### src/rtl/id_ex_stage_if.sv
// id_ex_stage_if: decode-stage bus bundle, covering the instruction, the register-file
// read ports and the ID/EX pipeline register outputs.
interface id_ex_stage_if #(
    parameter int WIDTH = 32,
    parameter int NREGS = 32
);
    logic [31:0]      ibus;
    logic             stall;
    logic             flush;
    logic [WIDTH-1:0] abus_in;
    logic [WIDTH-1:0] bbus_in;
    logic [NREGS-1:0] Aselect;
    logic [NREGS-1:0] Bselect;
    logic [WIDTH-1:0] a_ex;
    logic [WIDTH-1:0] b_ex;
    logic [WIDTH-1:0] imm_ex;
    logic             imm_sel_ex;
    logic [5:0]       op_ex;
    logic [NREGS-1:0] dsel_ex;
    logic             valid_ex;
    logic             raw_hazard;

    modport master (
        output ibus, stall, flush, abus_in, bbus_in,
        input  Aselect, Bselect, a_ex, b_ex, imm_ex, imm_sel_ex, op_ex, dsel_ex, valid_ex, raw_hazard
    );

    modport slave (
        input  ibus, stall, flush, abus_in, bbus_in,
        output Aselect, Bselect, a_ex, b_ex, imm_ex, imm_sel_ex, op_ex, dsel_ex, valid_ex, raw_hazard
    );
endinterface

### src/rtl/id_ex_stage.sv
// id_ex_stage: decodes the instruction into one-hot register-file selects and latches the
// operands into the ID/EX register, with stall, flush and a RAW check against the EX slot.
module id_ex_stage #(
    parameter int WIDTH = 32,
    parameter int NREGS = 32
) (
    input logic clk,
    input logic rst_n,
    id_ex_stage_if.slave bus
);
    localparam logic [NREGS-1:0] ONE = {{(NREGS-1){1'b0}}, 1'b1};

    logic [5:0]       opcode, funct;
    logic [4:0]       rs, rt, rd, dest;
    logic             r_type, imm_sel;
    logic [WIDTH-1:0] imm;
    logic [NREGS-1:0] asel, bsel, dsel;

    logic [WIDTH-1:0] a_d, a_q, b_d, b_q, imm_d, imm_q;
    logic             imm_sel_d, imm_sel_q, valid_d, valid_q;
    logic [5:0]       op_d, op_q;
    logic [NREGS-1:0] dsel_d, dsel_q;

    always_comb begin
        opcode  = bus.ibus[31:26];
        rs      = bus.ibus[25:21];
        rt      = bus.ibus[20:16];
        rd      = bus.ibus[15:11];
        funct   = bus.ibus[5:0];
        r_type  = opcode == 6'd0;
        dest    = r_type ? rd : rt;
        imm_sel = !r_type;
        imm     = {{(WIDTH-16){bus.ibus[15]}}, bus.ibus[15:0]};
        asel    = ONE << rs;
        bsel    = ONE << rt;
        dsel    = ONE << dest;
    end

    // Flush outranks stall: a flushed slot becomes a bubble even while the pipe is held.
    always_comb begin
        a_d       = bus.flush ? '0   : bus.stall ? a_q       : bus.abus_in;
        b_d       = bus.flush ? '0   : bus.stall ? b_q       : bus.bbus_in;
        imm_d     = bus.flush ? '0   : bus.stall ? imm_q     : imm;
        imm_sel_d = bus.flush ? 1'b0 : bus.stall ? imm_sel_q : imm_sel;
        op_d      = bus.flush ? 6'd0 : bus.stall ? op_q      : (r_type ? funct : opcode);
        dsel_d    = bus.flush ? ONE  : bus.stall ? dsel_q    : dsel;
        valid_d   = bus.flush ? 1'b0 : bus.stall ? valid_q   : 1'b1;
    end

    always_ff @(posedge clk or negedge rst_n) begin
        if (!rst_n) begin
            a_q       <= '0;
            b_q       <= '0;
            imm_q     <= '0;
            imm_sel_q <= 1'b0;
            op_q      <= 6'd0;
            dsel_q    <= ONE;
            valid_q   <= 1'b0;
        end else begin
            a_q       <= a_d;
            b_q       <= b_d;
            imm_q     <= imm_d;
            imm_sel_q <= imm_sel_d;
            op_q      <= op_d;
            dsel_q    <= dsel_d;
            valid_q   <= valid_d;
        end
    end

    assign bus.Aselect   = asel;
    assign bus.Bselect   = bsel;
    assign bus.a_ex      = a_q;
    assign bus.b_ex      = b_q;
    assign bus.imm_ex    = imm_q;
    assign bus.imm_sel_ex = imm_sel_q;
    assign bus.op_ex     = op_q;
    assign bus.dsel_ex   = dsel_q;
    assign bus.valid_ex  = valid_q;
    // I-type instructions only read through the A port; writes to r0 never create a dependence.
    assign bus.raw_hazard = valid_q & ~dsel_q[0] & (|(dsel_q & (asel | (imm_sel ? '0 : bsel))));
endmodule

### src/flat_wrapper.sv
// flat-port wrapper written by rule: the top's interface ports become plain ports
module id_ex_stage_flat 
#(
    parameter int WIDTH = 32,
    parameter int NREGS = 32
)
  (clk, rst_n, bus_ibus, bus_stall, bus_flush, bus_abus_in, bus_bbus_in, bus_Aselect, bus_Bselect, bus_a_ex, bus_b_ex, bus_imm_ex, bus_imm_sel_ex, bus_op_ex, bus_dsel_ex, bus_valid_ex, bus_raw_hazard);
  id_ex_stage_if #(.WIDTH(WIDTH), .NREGS(NREGS)) bus_i ();
  input logic clk;
  input logic rst_n;
  input wire logic [$bits(bus_i.ibus)-1:0] bus_ibus;
  input wire logic [$bits(bus_i.stall)-1:0] bus_stall;
  input wire logic [$bits(bus_i.flush)-1:0] bus_flush;
  input wire logic [$bits(bus_i.abus_in)-1:0] bus_abus_in;
  input wire logic [$bits(bus_i.bbus_in)-1:0] bus_bbus_in;
  output wire logic [$bits(bus_i.Aselect)-1:0] bus_Aselect;
  output wire logic [$bits(bus_i.Bselect)-1:0] bus_Bselect;
  output wire logic [$bits(bus_i.a_ex)-1:0] bus_a_ex;
  output wire logic [$bits(bus_i.b_ex)-1:0] bus_b_ex;
  output wire logic [$bits(bus_i.imm_ex)-1:0] bus_imm_ex;
  output wire logic [$bits(bus_i.imm_sel_ex)-1:0] bus_imm_sel_ex;
  output wire logic [$bits(bus_i.op_ex)-1:0] bus_op_ex;
  output wire logic [$bits(bus_i.dsel_ex)-1:0] bus_dsel_ex;
  output wire logic [$bits(bus_i.valid_ex)-1:0] bus_valid_ex;
  output wire logic [$bits(bus_i.raw_hazard)-1:0] bus_raw_hazard;
  assign bus_i.ibus = bus_ibus;
  assign bus_i.stall = bus_stall;
  assign bus_i.flush = bus_flush;
  assign bus_i.abus_in = bus_abus_in;
  assign bus_i.bbus_in = bus_bbus_in;
  assign bus_Aselect = bus_i.Aselect;
  assign bus_Bselect = bus_i.Bselect;
  assign bus_a_ex = bus_i.a_ex;
  assign bus_b_ex = bus_i.b_ex;
  assign bus_imm_ex = bus_i.imm_ex;
  assign bus_imm_sel_ex = bus_i.imm_sel_ex;
  assign bus_op_ex = bus_i.op_ex;
  assign bus_dsel_ex = bus_i.dsel_ex;
  assign bus_valid_ex = bus_i.valid_ex;
  assign bus_raw_hazard = bus_i.raw_hazard;
  id_ex_stage #(.WIDTH(WIDTH), .NREGS(NREGS)) u_core (.clk(clk), .rst_n(rst_n), .bus(bus_i));
endmodule
### config.mk
export PLATFORM = sky130hd
export DESIGN_NAME = id_ex_stage_flat
export DESIGN_NICKNAME = d
export VERILOG_FILES = /design/src/rtl/id_ex_stage_if.sv /design/src/rtl/id_ex_stage.sv /design/src/flat_wrapper.sv
export SDC_FILE = /design/constraint.sdc
export NUM_CORES = 1
export LEC_CHECK = 0
export ABC_AREA = 1
export CAP_MARGIN = 30
export CORE_MARGIN = 2
export CORE_UTILIZATION = 41
export CTS_CLUSTER_DIAMETER = 120
export DETAILED_ROUTE_END_ITERATION = 6
export PLACE_DENSITY = 0.86
export SYNTH_ARGS = -nofsm -noshare
export SYNTH_HDL_FRONTEND = slang
export SYNTH_SLANG_ARGS = --single-unit
### constraint.sdc
create_clock -name clk -period 1.8 [get_ports clk]
set_input_delay 0.27 -clock clk [delete_from_list [all_inputs] [get_ports clk]]
set_output_delay 0.27 -clock clk [all_outputs]
set_load 0.005 [all_outputs]
==> results.yml <==
status:
  outcome: "finished with violations"
  violations_in_the_final_reports: "negative setup slack"
synth:
  synth_top_area_share_pct: 49.7
  post-synth-top-area-cell: "dfrtp_1"
  synth.yosys.seq_area_share_pct: 50.2
  synth_seq_cells: 120
  post_synth_most_frequent_cells: "nand2_1 (148), dfrtp_1 (119), a22o_1 (78)"
  yosys_warnings: 0
  ys_async_sr_fraction_pct: 100
  synth.top_cells.by_area: "dfrtp_1 (50%), a22o_1 (11%), nand2_1 (9.3%), nor2_1 (3.3%), nand4_1 (3.2%)"
  dominantRegCellSynth: "dfrtp_1"
  synth_area_sq_um: 5990
  yosys.cell_types.count: 33
  synth_cells: 671
  syn-mean-instance-area_sq_um: 8.92
  synth.net_count: 771
  synth_enable_flop_cells: 0
  synth_most_common_cell: "nand2_1"
drt:
  drt_pass1_iterations: 5
  per_cell_via_count_in_the_routed_design: 5.40
  finalWirelength_um: 25600
  remaining_drc_errors: 0
  met2_wirelength_um: 13100
  ant_nets: 0
  first_iter_violations: 639
  route.top_layer_used: "met4"
  dr_total_vias: 7031
  total_met3_wirelength_after_detailed_routing_um: 2390
  routedWlPerCell_um: 19.7
  met1Wirelength_um: 9090
critical_path:
  critical_path.max_fanout: 7
  worst_ep_required_time_ns: 1.53
  crit_path_start_kind: "primary input"
  critical_path.endpoint_type: "output port"
  crit-reg2reg-capture: "u_core.bus.dsel_ex[0]$_DFFE_PN1P_"
  critPathMaxStageDelay_ns: 0.17
  worst_path_most_repeated_cell: "nand2_1"
  timing.critical_path.arrival_ns: 1.72
  regToRegSetupSlack_ns: 0.84
  cp_cell_sequence: "buf_6 -> buf_6 -> nor2_4 -> buf_4 -> nand4_1 -> o21ai_1 -> nand2_1 -> nand2_1 -> nor2_2 -> nand2_1 -> nor2_1 -> a21oi_2 -> buf_2"
  startpoint_of_the_worst_register_to_register_path: "u_core.bus.dsel_ex[0]$_DFFE_PN1P_"
  worst-r2r-cell-count: 3
  slowest_stage: "o21ai_1"
  worstSetupPathType: "in -> out"
final_layout:
  postLayoutCellArea_sq_um: 11400
  n_fill_cell: 883
  multi_input_comb_area_sq_um: 2720
  drive_gt1_share_pct: 28.2
  area.sequential_sq_um: 3010
  nNetsFinal: 1206
  area_delta_synth_final_pct: 90.8
  antenna_cells: 0
  layout.cells.non_filler: 1303
floorplan:
  die_area_sq_um: 15600
  y_dimension_of_the_die_um: 125
  floorplan.io_pins: 301
  placeableCoreArea_sq_um: 14400
  fp_rows: 44
  initial_utilization_pct: 41.5
  die_width_um: 125
hold_path:
  worst_hold_path.num_cells: 3
  worst_hold_startpoint: "bus_ibus[30]"
  hold_path.class: "in -> reg"
  hold-path-endpoint: "u_core.bus.op_ex[4]$_DFFE_PN0P_"
placed_design:
  place.gp.congestion: 0.943
  count_of_input_and_output_buffers: 300
  dp_cells: 1220
  placedInstanceArea_sq_um: 9950
  pre_cts_ws_ns: -1.00
  hpwl_um: 17600
sta:
  tightest_slew_ns: 0.401
  grt_setup_unrepaired: "true"
  timing.clock.skew_ns: 0
  max_freq_mhz: 503
  setup-violations-final: 2
  hold-worst-slack_ns: 0.169
  slew_viols_final: 0
  part_of_the_cycle_the_worst_path_needs_pct: 110
  timing.max_slew.rel_slack_pct: 73.3
  final_period_minus_worst_setup_slack_ns: 1.99
  setup_ws_ns: -0.188
  setup_total_negative_slack_ns: -0.240
  final_hold_vios: 0
grt:
  groute.usage.overall_pct: 32.2
  first_global_vias: 7226
  antenna_violations_before_repair: 0
  globalRoute.totalOverflow: 0
  maximum_number_of_pins_on_one_net_before_global_route_repair: 55
  grt_pass1_wl_um: 39500
power:
  p_seq_share_pct: 36.0
  power.leakage_nw: 5.83
  power_density_nw_per_um2: 706
  power.clock.fraction_pct: 46.2
  irDropWorstVdd_mv: 0.621
  internal_power_mw: 6.12
  net-switching-power_mw: 1.94
  combPwrFrac_pct: 17.8
  switching_part_of_the_total_power_pct: 24.1
clock_network:
  cts_inserted_buffers: 17
  cts.sink_count: 120
  worstSkewPairLatency_ns: 0.41
  max-clock-path-buffers: 2
  clk_root_buffer_cell: "clkbuf_16"
  cts.clk_slew.worst_paths_ns: 0.05
  tritoncts: "done"
  cts_max_level: 4
flow_run:
  max_cap_violations: 0
[flip-flops by register name, summed over array words and instances (netlist names)]
signal and cells:
u_core.bus.valid_ex 1, u_core.bus.imm_ex 16, u_core.bus.b_ex 32, u_core.bus.imm_sel_ex 1, u_core.bus.dsel_ex 32, u_core.bus.op_ex 6
u_core.bus.a_ex 32
[cells by family after synthesis]
logic type	Yosys count	share of synthesized area (%)
AND/OR/NAND/NOR	287	22.0
flip-flops	120	50.2
buffers and inverters	124	10.1
AO/OA/AOI/OAI	140	17.7
[timing repair]
item,in CTS,in global routing
gates resized for setup,198,46
hold buffers,1,0
setup endpoints to repair,83,41
gates cloned,9,1
endpoints found under the hold margin,24,0
buffers inserted,34,7
pin swaps,46,28
[power groups by stage]
stage	registers, mW	logic [mW]	clock network (mW)
3_5_place_dp	2.94	1.25	0
4_1_cts	2.90	1.40	3.75
5_1_grt	2.92	1.52	3.92
3_3_place_gp	2.94	1.23	0
6_report	2.91	1.43	3.73
2_1_floorplan	2.95	0.387	0
[worst max-delay path, delay by kind of cell]
| kind | cells | cell delay, ns |
|---|---|---|
| AND/OR/NAND/NOR | 7 | 0.61 |
| AO/OA/AOI/OAI | 2 | 0.34 |
| buffers and inverters | 4 | 0.49 |
[how the worst max path moves through the flow]
stage | slack, ns | cells past startpoint | to | startpoint
after global placement | -1.01 | 13 | bus_raw_hazard | bus_ibus[18]
after global routing | -0.28 | 13 | bus_raw_hazard | bus_ibus[18]
after floorplan | 0.26 | 11 | bus_raw_hazard | bus_ibus[20]
after detailed placement | -1.00 | 13 | bus_raw_hazard | bus_ibus[18]
final | -0.19 | 13 | bus_raw_hazard | bus_ibus[17]
after CTS | -0.15 | 12 | bus_raw_hazard | bus_ibus[27]
[placed cells by master (no fill, tap or decap), types with 3 or more instances in the layout]
cell type / count
o21ai_2: 12
o21ai_0: 7
buf_6: 24
inv_4: 6
inv_2: 7
inv_1: 48
a21oi_1: 6
clkinv_4: 3
dfrtp_1: 118
nor2_1: 32
clkdlybuf4s50_1: 243
nand4_1: 31
clkbuf_8: 5
dlymetal6s2s_1: 19
nor2_2: 10
buf_4: 142
nand3_4: 8
nand3_2: 8
nand3_1: 19
a22o_1: 78
clkbuf_16: 17
bufinv_16: 4
o21ai_1: 31
dlygate4sd2_1: 18
nor2_4: 24
buf_12: 13
nand2_1: 147
buf_2: 5
clkinvlp_4: 4
[cell type report]
class | instances | area share, %
inverters | 64 | 2.39
multi-input cells | 431 | 23.8
clock buffers | 22 | 4.33
repair inverters | 2 | 0.110
clock inverters | 10 | 1.45
flip-flops and latches | 120 | 26.3
repair buffers | 470 | 39.6
well taps | 184 | 2.02
[per-stage QoR]
| step | total power [mW] | util (%) |
|---|---|---|
| 2_1_floorplan | 3.33 | - |
| 3_3_place_gp | 4.17 | 69.0 |
| 3_5_place_dp | 4.20 | 69.0 |
| 4_1_cts | 8.05 | 78.1 |
| 5_1_grt | 8.35 | 79.2 |
| 6_report | 8.06 | 79.2 |
[metal layers]
layer | global-route usage [%] | vias up
met2 | 57.0 | 477
met5 | 0 | -
met4 | 14.5 | 0
met1 | 36.0 | 3322
met3 | 9.02 | 95
li1 | - | 3137
No activity file was read; power rests on OpenSTA's default activity.
